### src/rtl/bloom_pkg.sv
// Shared definitions for the Bloom filter sweep writer.
// Contents: op encodings, sweep FSM state type, default widths and an op normaliser.
package bloom_pkg;

  localparam int unsigned DefaultN = 32;
  localparam int unsigned DefaultM = 64;

  localparam logic [1:0] OP_INSERT = 2'd0;
  localparam logic [1:0] OP_QUERY  = 2'd1;
  localparam logic [1:0] OP_CLEAR  = 2'd2;

  typedef enum logic [1:0] {
    IDLE  = 2'd0,
    SWEEP = 2'd1,
    DONE  = 2'd2
  } state_e;

  // The reserved encoding behaves exactly like a query.
  function automatic logic [1:0] normalize_op(input logic [1:0] op);
    return (op == OP_INSERT || op == OP_CLEAR) ? op : OP_QUERY;
  endfunction

endpackage

### src/rtl/bloom_sweep_writer_if.sv
// Request/result bundle of the Bloom filter sweep writer.
// Request : in_valid, in_ready, in_op, in_index
// Result  : out_valid, out_ready, out_hit, out_range_err
// State   : filter_bits (registered filter array)
// master drives requests and accepts results; slave is the writer itself.
interface bloom_sweep_writer_if
  import bloom_pkg::*;
#(
  parameter int unsigned N = DefaultN,
  parameter int unsigned M = DefaultM
);
  logic         in_valid;
  logic         in_ready;
  logic [1:0]   in_op;
  logic [N-1:0] in_index;
  logic         out_valid;
  logic         out_ready;
  logic         out_hit;
  logic         out_range_err;
  logic [M-1:0] filter_bits;

  modport master (
    output in_valid, in_op, in_index, out_ready,
    input  in_ready, out_valid, out_hit, out_range_err, filter_bits
  );

  modport slave (
    input  in_valid, in_op, in_index, out_ready,
    output in_ready, out_valid, out_hit, out_range_err, filter_bits
  );
endinterface

### src/rtl/bloom_index_match.sv
// N-bit equality compare of the sweep position against the latched target.
// Ports: counter, target (N bits) in; match (1 bit) out.
module bloom_index_match #(
  parameter int unsigned N = 32
) (
  input  logic [N-1:0] counter,
  input  logic [N-1:0] target,
  output logic         match
);
  assign match = ~|(counter ^ target);
endmodule

### src/rtl/bloom_sweep_writer.sv
// Sequential Bloom filter writer: accepts one hashed index per request and sweeps a
// position counter over all M filter bits, inserting, querying or clearing the owned
// array, then holds the result until the downstream stage takes it.
// Ports: clk, rst (synchronous, active-high), bus (bloom_sweep_writer_if.slave).
// Optional: define BLOOM_EARLY_EXIT_EN to end insert/query sweeps on the match position
// and to skip the sweep entirely for out-of-range insert/query indices.
module bloom_sweep_writer
  import bloom_pkg::*;
#(
  parameter int unsigned N = DefaultN,
  parameter int unsigned M = DefaultM
) (
  input logic                 clk,
  input logic                 rst,
  bloom_sweep_writer_if.slave bus
);

  localparam int unsigned    IdxW    = $clog2(M);
  localparam logic [N-1:0]   LastPos = N'(M - 1);
  localparam logic [N:0]     MBound  = (N + 1)'(M);

  state_e       state_q, state_d;
  logic [1:0]   op_q, op_d;
  logic [N-1:0] target_q, target_d;
  logic [N-1:0] counter_q, counter_d;
  logic         hit_q, hit_d;
  logic         range_err_q, range_err_d;
  logic [M-1:0] filter_q, filter_d;
  logic         match;
  logic         in_oor;
  logic [1:0]   in_op_norm;
  logic [IdxW-1:0] pos;

  bloom_index_match #(
    .N (N)
  ) u_match (
    .counter (counter_q),
    .target  (target_q),
    .match   (match)
  );

  assign in_oor     = ({1'b0, bus.in_index} >= MBound);
  assign in_op_norm = normalize_op(bus.in_op);
  // counter stays below M while sweeping, so the low bits address the array.
  assign pos        = counter_q[IdxW-1:0];

  always_comb begin
    state_d     = state_q;
    op_d        = op_q;
    target_d    = target_q;
    counter_d   = counter_q;
    hit_d       = hit_q;
    range_err_d = range_err_q;
    filter_d    = filter_q;

    unique case (state_q)
      IDLE: begin
        if (bus.in_valid) begin
          op_d        = in_op_norm;
          target_d    = bus.in_index;
          counter_d   = '0;
          hit_d       = 1'b0;
          range_err_d = in_oor;
          state_d     = SWEEP;
`ifdef BLOOM_EARLY_EXIT_EN
          if (in_oor && (in_op_norm != OP_CLEAR)) begin
            state_d = DONE;
          end
`endif
        end
      end

      SWEEP: begin
        case (op_q)
          OP_INSERT: if (match) filter_d[pos] = 1'b1;
          OP_CLEAR:  filter_d[pos] = 1'b0;
          default:   hit_d = hit_q | (match & filter_q[pos]);
        endcase
        if (counter_q == LastPos) begin
          state_d = DONE;
        end else begin
          counter_d = counter_q + 1'b1;
        end
`ifdef BLOOM_EARLY_EXIT_EN
        if (match && (op_q != OP_CLEAR)) begin
          state_d = DONE;
        end
`endif
      end

      DONE: begin
        if (bus.out_ready) begin
          state_d = IDLE;
        end
      end

      default: state_d = IDLE;
    endcase
  end

  always_ff @(posedge clk) begin
    if (rst) begin
      state_q     <= IDLE;
      op_q        <= OP_INSERT;
      target_q    <= '0;
      counter_q   <= '0;
      hit_q       <= 1'b0;
      range_err_q <= 1'b0;
      filter_q    <= '0;
    end else begin
      state_q     <= state_d;
      op_q        <= op_d;
      target_q    <= target_d;
      counter_q   <= counter_d;
      hit_q       <= hit_d;
      range_err_q <= range_err_d;
      filter_q    <= filter_d;
    end
  end

  assign bus.in_ready      = (state_q == IDLE);
  assign bus.out_valid     = (state_q == DONE);
  // hit is only ever raised by queries, so insert/clear report 0.
  assign bus.out_hit       = (state_q == DONE) & hit_q;
  assign bus.out_range_err = (state_q == DONE) & range_err_q;
  assign bus.filter_bits   = filter_q;

endmodule

### src/flat_wrapper.sv
// flat-port wrapper written by rule: the top's interface ports become plain ports
module bloom_sweep_writer_flat import bloom_pkg::*;
#(
  parameter int unsigned N = DefaultN,
  parameter int unsigned M = DefaultM
)
  (clk, rst, bus_in_valid, bus_in_op, bus_in_index, bus_out_ready, bus_in_ready, bus_out_valid, bus_out_hit, bus_out_range_err, bus_filter_bits);
  bloom_sweep_writer_if #(.N(N), .M(M)) bus_i ();
  input logic clk;
  input logic rst;
  input wire logic [$bits(bus_i.in_valid)-1:0] bus_in_valid;
  input wire logic [$bits(bus_i.in_op)-1:0] bus_in_op;
  input wire logic [$bits(bus_i.in_index)-1:0] bus_in_index;
  input wire logic [$bits(bus_i.out_ready)-1:0] bus_out_ready;
  output wire logic [$bits(bus_i.in_ready)-1:0] bus_in_ready;
  output wire logic [$bits(bus_i.out_valid)-1:0] bus_out_valid;
  output wire logic [$bits(bus_i.out_hit)-1:0] bus_out_hit;
  output wire logic [$bits(bus_i.out_range_err)-1:0] bus_out_range_err;
  output wire logic [$bits(bus_i.filter_bits)-1:0] bus_filter_bits;
  assign bus_i.in_valid = bus_in_valid;
  assign bus_i.in_op = bus_in_op;
  assign bus_i.in_index = bus_in_index;
  assign bus_i.out_ready = bus_out_ready;
  assign bus_in_ready = bus_i.in_ready;
  assign bus_out_valid = bus_i.out_valid;
  assign bus_out_hit = bus_i.out_hit;
  assign bus_out_range_err = bus_i.out_range_err;
  assign bus_filter_bits = bus_i.filter_bits;
  bloom_sweep_writer #(.N(N), .M(M)) u_core (.clk(clk), .rst(rst), .bus(bus_i));
endmodule
### config.mk
export PLATFORM = sky130hd
export DESIGN_NAME = bloom_sweep_writer_flat
export DESIGN_NICKNAME = d
export VERILOG_FILES = /design/src/rtl/bloom_pkg.sv /design/src/rtl/bloom_sweep_writer_if.sv /design/src/rtl/bloom_index_match.sv /design/src/rtl/bloom_sweep_writer.sv /design/src/flat_wrapper.sv
export SDC_FILE = /design/constraint.sdc
export NUM_CORES = 1
export LEC_CHECK = 0
export BUFFER_PORTS_ARGS = -buffer_cell sky130_fd_sc_hd__buf_2
export CORE_AREA = 2 2 118 120
export DETAILED_ROUTE_END_ITERATION = 10
export DIE_AREA = 0 0 120 122
export PLACE_DENSITY = 0.71
export SLEW_MARGIN = 15
export SYNTH_ARGS = -nofsm -noshare
export SYNTH_HDL_FRONTEND = slang
export SYNTH_SLANG_ARGS = --single-unit
### constraint.sdc
create_clock -name clk -period 2.4 [get_ports clk]
set_input_delay 0.24 -clock clk [delete_from_list [all_inputs] [get_ports clk]]
set_output_delay 0.24 -clock clk [all_outputs]
set_load 0.005 [all_outputs]
==> results.md, run 1 <==
- The flow ran to the end, and the final reports show no timing, DRC or antenna violations.
- The congestion estimate from routability-driven global placement came to 0.916.
- The largest net degree at the start of global routing is 65.
- Across the run, the number of max-cap violations was 0.
- The boundary pin count is 106.
- The design draws 5740 uW.
- After the first detailed-routing iteration, the DRC count stood at 537.
- Walking the worst path, the cells encountered are xor2_1, nor4_1, nand4_1, o31ai_4, buf_4, clkbuf_16, a31oi_1, a211oi_1.
- Counting instances, the worst hold path has a depth of 3.
- The netlist area before placement is 0.00657 mm2.
- The floorplan has 43 rows.
- The critical path's slowest cell is sky130_fd_sc_hd__dfxtp_1.
- The net count of the finished layout is 913.
- For this block, the routed nets add up to 19,200 um of wire.
- The later pin in the worst-skew pair is clocked with a latency of 0.42 ns.
- The number of global-route vias before repair is 5,749.
- Once detail routing completed, the nets flagged for antenna violations numbered 0.
- The die width is 120 um.
- The final routed wire length divided by cell count is 18.0 um.
- The number of hold buffers added after CTS was 0.
- The initial antenna violation count is 0.
- The required arrival time at the worst endpoint is 2.72 ns.
- The final global-route overflow total is 0.
- Compared with the post-synthesis result, the final layout area differs by 22.8%.
- The clock passes through at most 2 buffers.
- The sequential fraction of the synthesis area is 40.8%.
- The final clock period utilization by the worst path is 97.5%.
- The number of buffers and inverters on the critical path is 2.
- The clock period could shrink to 2.34 ns.
- The worst-case headroom to the max-slew limit is 58.2%.
- Clock tree synthesis inserted a total of 17 buffers.
- The critical path runs through a total of 8 cells.
- Across the VDD grid, the largest voltage drop is 0.474 mV.
- The count of port buffers added during placement is 105.
- The met2 wirelength from detailed routing is 8630 um.
- In this run the cell area measured after placement is 0.00734 mm2.
- The H-tree was split into 4 levels.
- In this run, synthesis produced a sequential element count of 134.
- The worst setup path is captured at a flop.
- The root buffer cell chosen for the clock tree is sky130_fd_sc_hd__clkbuf_16.
- The clock net in this run drives a total of 134 sinks.
- The synthesized area per cell is 8.50 um2.
- In this design, the stage delay of the slowest critical-path cell is 0.53 ns.
- In the global route stage, overall resource usage came out at 26.5%.
- In the synthesized netlist the async set-or-reset flop fraction comes to 0%.
- The worst endpoint data arrival time is 2.66 ns.
- The type of element launching the critical path is a flop.
- The clock input transition at the sequential cells of the worst setup and hold paths is 0.06 ns.
- The net count after synthesis is 812.
- The post-route DRC violation count is 0.
- The first global-routing pass estimated 30,600 um of wire.
- For this run, the number of Yosys warnings is 0.
- The total inserted antenna cells is 0.
- The synthesized instance count is 773.
- The highest metal layer carrying signal wires in the routed design is met4.
- After detailed routing, the number of vias per cell comes to 5.96.
- The fraction of layout cells with a size suffix above 1 is 22.7%.
- The count of endpoints failing setup in the final report is 0.
- The number of distinct library cells after synthesis is 57.
- For this design the ratio of total power to cell area is 712 mW/mm2.
- The critical path in this run is classified as flop to flop.
- The classification of the worst-slack hold path is input port to flop.
- Before antenna repair, the detailed router went through 5 iterations.
- The final-report max-slew violation count came to 0.
- The amount of wire on met3 after detailed routing is 1490 um.
- The floorplan step defined a core boundary enclosing 0.0135 mm2.
- The leakage power total is 0.00325 uW.
- The die covers 0.0146 mm2.
- The worst reg-to-reg path cell count is 8.
- The number of vias after detailed routing is 6,355.
- In the final routing, the length of wire on met1 measures 8670 um.
- The post-route cell area is 0.00807 mm2.
- The final number of hold-violating endpoints was 0.
- The initial core utilization is 48.7%.
- Of all nets on the critical path, the largest fanout is 32.
- In the synthesized netlist the dominant register cell turns out to be sky130_fd_sc_hd__dfxtp_1.
- The cell type group with the largest total delay on the critical path is compound AO/OA/AOI/OAI gates.
- The sum of net half-perimeters after detailed placement is 13,200 um.
- Across the routed clock network, the largest skew measured is 0.00792 ns.
- Counting flops with a built-in enable in the synthesized netlist gives 0.
- The achievable frequency is 427 MHz.
- The CTS tree is yes.
- The vertical die dimension is 122 um.
- For the pin with the worst max-slew slack, the measured transition is 0.627 ns.
[worst register-to-register path, cell delays in order (launching register included)]
cell                        delay (ns)
sky130_fd_sc_hd__dfxtp_1          0.53
sky130_fd_sc_hd__xor2_1           0.14
sky130_fd_sc_hd__nor4_1           0.24
sky130_fd_sc_hd__nand4_1          0.26
sky130_fd_sc_hd__o31ai_4          0.31
sky130_fd_sc_hd__buf_4            0.16
sky130_fd_sc_hd__clkbuf_16        0.20
sky130_fd_sc_hd__a31oi_1          0.14
sky130_fd_sc_hd__a211oi_1         0.27
[logic make-up after synthesis]
family | count (synthesis) | synth area share, %
simple gates | 268 | 19.3
buf+inv | 76 | 5.25
fa+ha+maj | 1 | 0.190
mux | 28 | 5.03
flops | 134 | 40.8
xor+xnor | 56 | 7.46
compound gates | 210 | 21.9
[where the power goes]
group          internal [uW]  switching, uW  total [uW]
registers               2280           40.8        2320
logic                    178            346         525
clock network           1920            972        2900
[Yosys cell counts, drive strengths merged, types with 4 or more instances]
cell type	number	area, um2
a31oi	55	344
and3	5	31.3
a211oi	54	405
nor4	23	144
inv	7	26.3
nand2	101	379
nor3	9	45.0
and2	13	81.3
nor2	61	229
buf	26	158
dfxtp	134	2680
nand4	12	90.1
a21oi	53	265
a31o	4	35.0
o21ai	10	53.8
clkbuf	42	158
nor2b	6	37.5
a221oi	4	35.0
nand3	20	100
nand2b	4	25.0
a2111oi	5	95.1
mux2i	24	240
a22oi	8	60.1
mux4	4	90.1
xor2	39	342
o22ai	8	50.1
xnor2	17	149
[per-stage QoR]
stage / std cells / utilization, % / hold slack [ns] / TNS (ns) / setup WS, ns
3_5_place_dp: 1031 / 54.4 / 0.458 / 0 / 0.161
2_1_floorplan: 773 / - / 0.376 / 0 / 0.336
5_1_grt: 1067 / 59.7 / 0.0538 / -0.461 / -0.0521
6_report: 1067 / 59.7 / 0.0575 / 0 / 0.0594
3_3_place_gp: 1031 / 54.4 / 0.443 / 0 / 0.202
4_1_cts: 1063 / 59.3 / 0.0413 / 0 / 0.0970
[layer usage]
metal  global-route usage (%)  vias up
met5                        0        -
li1                         -     3015
met4                     10.9        0
met2                     39.6      293
met3                     6.13       35
met1                     36.9     3012
[area by class of cell]
type	instances	area, um2
flip-flops and latches	134	2690
inverters	8	30.0
repair buffers	150	905
fillers	1221	5440
clock buffers	20	467
clock inverters	12	198
multi-input cells	563	3560
well taps	180	225
[timing repair]
item | 4_1_cts | 5_1_grt
buffers inserted | 0 | 3
setup endpoints to repair | 0 | 66
gates resized for setup | 0 | 6
endpoints found under the hold margin | 0 | 0
[layout by cell type, fill, tap and decap left out, types with 24 or more instances in the layout]
cell	synthesis	layout
sky130_fd_sc_hd__mux2i_1	24	24
sky130_fd_sc_hd__nor2_1	61	61
sky130_fd_sc_hd__buf_2	6	105
sky130_fd_sc_hd__a31oi_1	55	55
sky130_fd_sc_hd__a211oi_1	54	54
sky130_fd_sc_hd__nand2_1	101	100
sky130_fd_sc_hd__xor2_1	39	39
sky130_fd_sc_hd__buf_4	2	41
sky130_fd_sc_hd__a21oi_1	53	53
sky130_fd_sc_hd__dfxtp_1	134	132
[worst paths after layout]
kind / startpoint / end / slack [ns]
setup / recovery: u_core.counter_q[29] / flop / 0.06
hold / removal: bus_in_index[0] / u_core.target_q[0] / 0.06
setup reg to reg: u_core.counter_q[29] / flop / 0.06
hold reg to reg: u_core.op_q[1] / u_core.op_q[1] / 0.46
(Power assumes the default switching activity.)
==> inputs of run 2 (changes only) <==
==> constraint.sdc (replaced) <==
create_clock -name clk -period 2.4 [get_ports clk]
set_input_delay 0.12 -clock clk [delete_from_list [all_inputs] [get_ports clk]]
set_output_delay 0.12 -clock clk [all_outputs]
set_load 0.005 [all_outputs]
==> results.md, run 2 (synthesis results as in run 1) <==
- The run finished with clean final reports.
- The number of vias after detailed routing is 6,522 (+2.6%).
- The overall routing resource usage came to 27.4% (+0.90 points).
- The overall die area is 0.0146 mm2 (unchanged).
- The largest incremental delay on the critical path is 0.51 ns (-0.02 ns).
- The clock insertion delay at the later pin of the skew report came to 0.43 ns (about the same).
- The CTS tree is yes.
- The clock buffer count from CTS is 17 (unchanged).
- The clock input transition at the sequential cells of the worst setup and hold paths is 0.06 ns (about the same).
- The final-report max-slew violation count is 0 (unchanged).
- The worst-case headroom to the max-slew limit is 57.1% (-1.1 points).
- The remaining antenna violation count after routing is 0 (unchanged).
- The required arrival time at the worst endpoint is 2.73 ns (about the same).
- The maximum buffer depth of the clock tree is 2 (unchanged).
- The power per standard cell area is 688 mW/mm2 (-3.3%).
- The count of port buffers added during placement is 105 (unchanged).
- The critical path's slowest cell is sky130_fd_sc_hd__dfxtp_1.
- The total length of routed wires was 19,900 um (+3.2%).
- The part of the total power dissipated in the clock network came to 50.1% (-0.4 points).
- The vertical die dimension is 122 um (unchanged).
- The nature of the critical path endpoint is a flop.
- The total inserted antenna cells is 0 (unchanged).
- The worst endpoint data arrival time is 2.62 ns (-0.04 ns).
- The net count reported at finish is 948 (+3.8%).
- The leakage power total is 0.00340 uW (+4.5%).
- The violation count after the first detailed-routing iteration is 598 (+11%).
- The boundary pin count is 106 (unchanged).
- The achievable frequency is 437 MHz (+2.2%).
- The initial core utilization came to 48.7% (unchanged).
- The maximum level of the CTS H-tree was 4 (unchanged).
- The number of core rows is 43 (unchanged).
- The tightest min-delay check is of the input port to flop type.
- The final total power was 5790 uW (+0.94%).
- The routability congestion estimate came to 0.916 (unchanged).
- The library cell used most frequently in the layout, excluding fill and tap cells, is sky130_fd_sc_hd__dfxtp_1.
- The sum of net half-perimeters after detailed placement was 13,200 um (unchanged).
- The die width came to 120 um (unchanged).
- The met1 track demand over resource in global routing came to 37.6% (+0.73 points).
- The tree is rooted in a sky130_fd_sc_hd__clkbuf_16.
- The global routing met3 resource utilization is 6.32% (+0.19 points).
- The layout-stage area growth over the synthesis result is 28.1%.
- The maximum fanout along the worst path was 32 (unchanged).
- The worst hold slack across all endpoints came to 0.0611 ns (+0.00355 ns).
- By startpoint and endpoint, the worst setup path is classified as flop to flop.
- The average vias per placed instance is 5.92 (-0.63%).
- The count of endpoints failing setup in the final report is 0 (unchanged).
- In the layout the commonest cells are 132 x sky130_fd_sc_hd__dfxtp_1, 105 x sky130_fd_sc_hd__buf_2, 100 x sky130_fd_sc_hd__nand2_1.
- The post-route DRC violation count is 0 (unchanged).
- The final global-route overflow total was 0 (unchanged).
- The fraction of layout cells with a size suffix above 1 is 21.8% (-0.86 points).
- The iteration count of the initial detailed-routing pass is 5 (unchanged).
- The largest net degree at the start of global routing was 65 (unchanged).
- The final clock period utilization by the worst path is 95.4% (-2.1 points).
- The initial antenna violation count came to 0 (unchanged).
- The signal on the critical path passes through xor2_1, nor4_1, nand4_1, o31ai_4, buf_4, clkbuf_16, a31oi_1, a211oi_1.
- The internal power consumption is 4420 uW (+0.84%).
- The placeable core region is 0.0135 mm2 (unchanged).
- The number of global-route vias before repair is 6,028 (+4.9%).
- The final critical path time including I/O delays and setup came to 2.29 ns (-0.0502 ns).
- The final number of hold-violating endpoints is 0 (unchanged).
- The number of violations of the max-capacitance limit was 0 (unchanged).
- STA classifies the critical path startpoint as a flop.
- The largest voltage drop on the vdd net is 0.480 mV (+1.3%).
- The relative contribution of sequential cells to total power is 40.0% (-0.4 points).
- The proportion of power drawn by combinational gates is 9.9% (+0.8 points).
- The global-route wire length before repair came to 31,700 um (+3.7%).
- The final routed wire length divided by cell count is 18.0 um (-0.11%).
- The most utilized layer in the global route result is met2.
- The transition at the pin with the smallest max-transition slack is 0.643 ns (+0.0165 ns).
- The final clock skew came to 0.00983 ns (+0.00191 ns).
- The reported net switching power was 1380 uW (+1.3%).
- The met2 global-route usage is 41.7% (+2.1 points).
- The switching power share of the total is 23.8% (+0.078 points).
- The number of sinks on the clock net was 134 (unchanged).
- The total negative slack is 0 ns (unchanged).
- The number of inserted filler cells in the final layout is 1,154 (-5.5%).
## run 2: cell count changes in the layout (fill, tap and decap cells not counted), sizes merged
cell         previous run  this run
dlygate4sd3             0        35
## run 2: final timing paths
| kind | endpoint | cells after the start | slack, ns | startpoint |
|---|---|---|---|---|
| worst min register to register | u_core.op_q[1] | 2 | 0.47 | u_core.op_q[1] |
| worst min-delay path | u_core.state_q[0] | 3 | 0.06 | bus_out_ready |
| worst max-delay path | flop | 8 | 0.11 | u_core.counter_q[29] |
| worst max register to register | flop | 8 | 0.11 | u_core.counter_q[29] |
## run 2: layout make-up
type | instances | area (um2) | share of cell area (%)
inverters | 8 | 30.0 | 0.357
multi-input cells | 563 | 3560 | 42.3
repair buffers | 185 | 1250 | 14.9
well taps | 180 | 225 | 2.68
clock inverters | 12 | 198 | 2.35
clock buffers | 20 | 467 | 5.54
flip-flops and latches | 134 | 2690 | 31.9
## run 2: what timing repair did
| action | 4_1_cts | 5_1_grt |
|---|---|---|
| gates resized for setup | 0 | 6 |
| setup endpoints to repair | 0 | 66 |
| setup buffers | 0 | 3 |
| hold buffers | 35 | 0 |
| endpoints found under the hold margin | 35 | 0 |
## run 2: through the flow
stage                     utilization (%)  std cells  instance area (um2)  worst slack [ns]
after floorplan                         -        773                 6570             0.336
after global placement               54.4       1031                 7340             0.202
after detailed placement             54.4       1031                 7340             0.161
after CTS                            61.9       1098                 8360            0.0970
after global routing                 62.3       1102                 8420           -0.0568
final                                62.3       1102                 8420             0.110
## run 2: layer usage
layer	part of all wire, %	routed length [um]	vias to the layer above
met1	45	8920	3073
met5	0	0	-
met3	7.0	1400	44
met2	46	9070	314
li1	-	-	3091
met4	2.4	473	0
## run 2: power groups by stage
stage,Combinational [uW],Clock (uW),Sequential (uW)
2_1_floorplan,327,0,2360
3_3_place_gp,489,0,2360
3_5_place_dp,492,0,2370
4_1_cts,537,2930,2320
5_1_grt,631,3020,2320
6_report,574,2900,2320
## run 2: critical path: cells and delay by family, from the launching register on
kind	cells	cell delay (ns)
XOR/XNOR	1	0.13
buffers and inverters	2	0.35
AO/OA/AOI/OAI	3	0.69
AND/OR/NAND/NOR	2	0.49
flip-flops	1	0.51
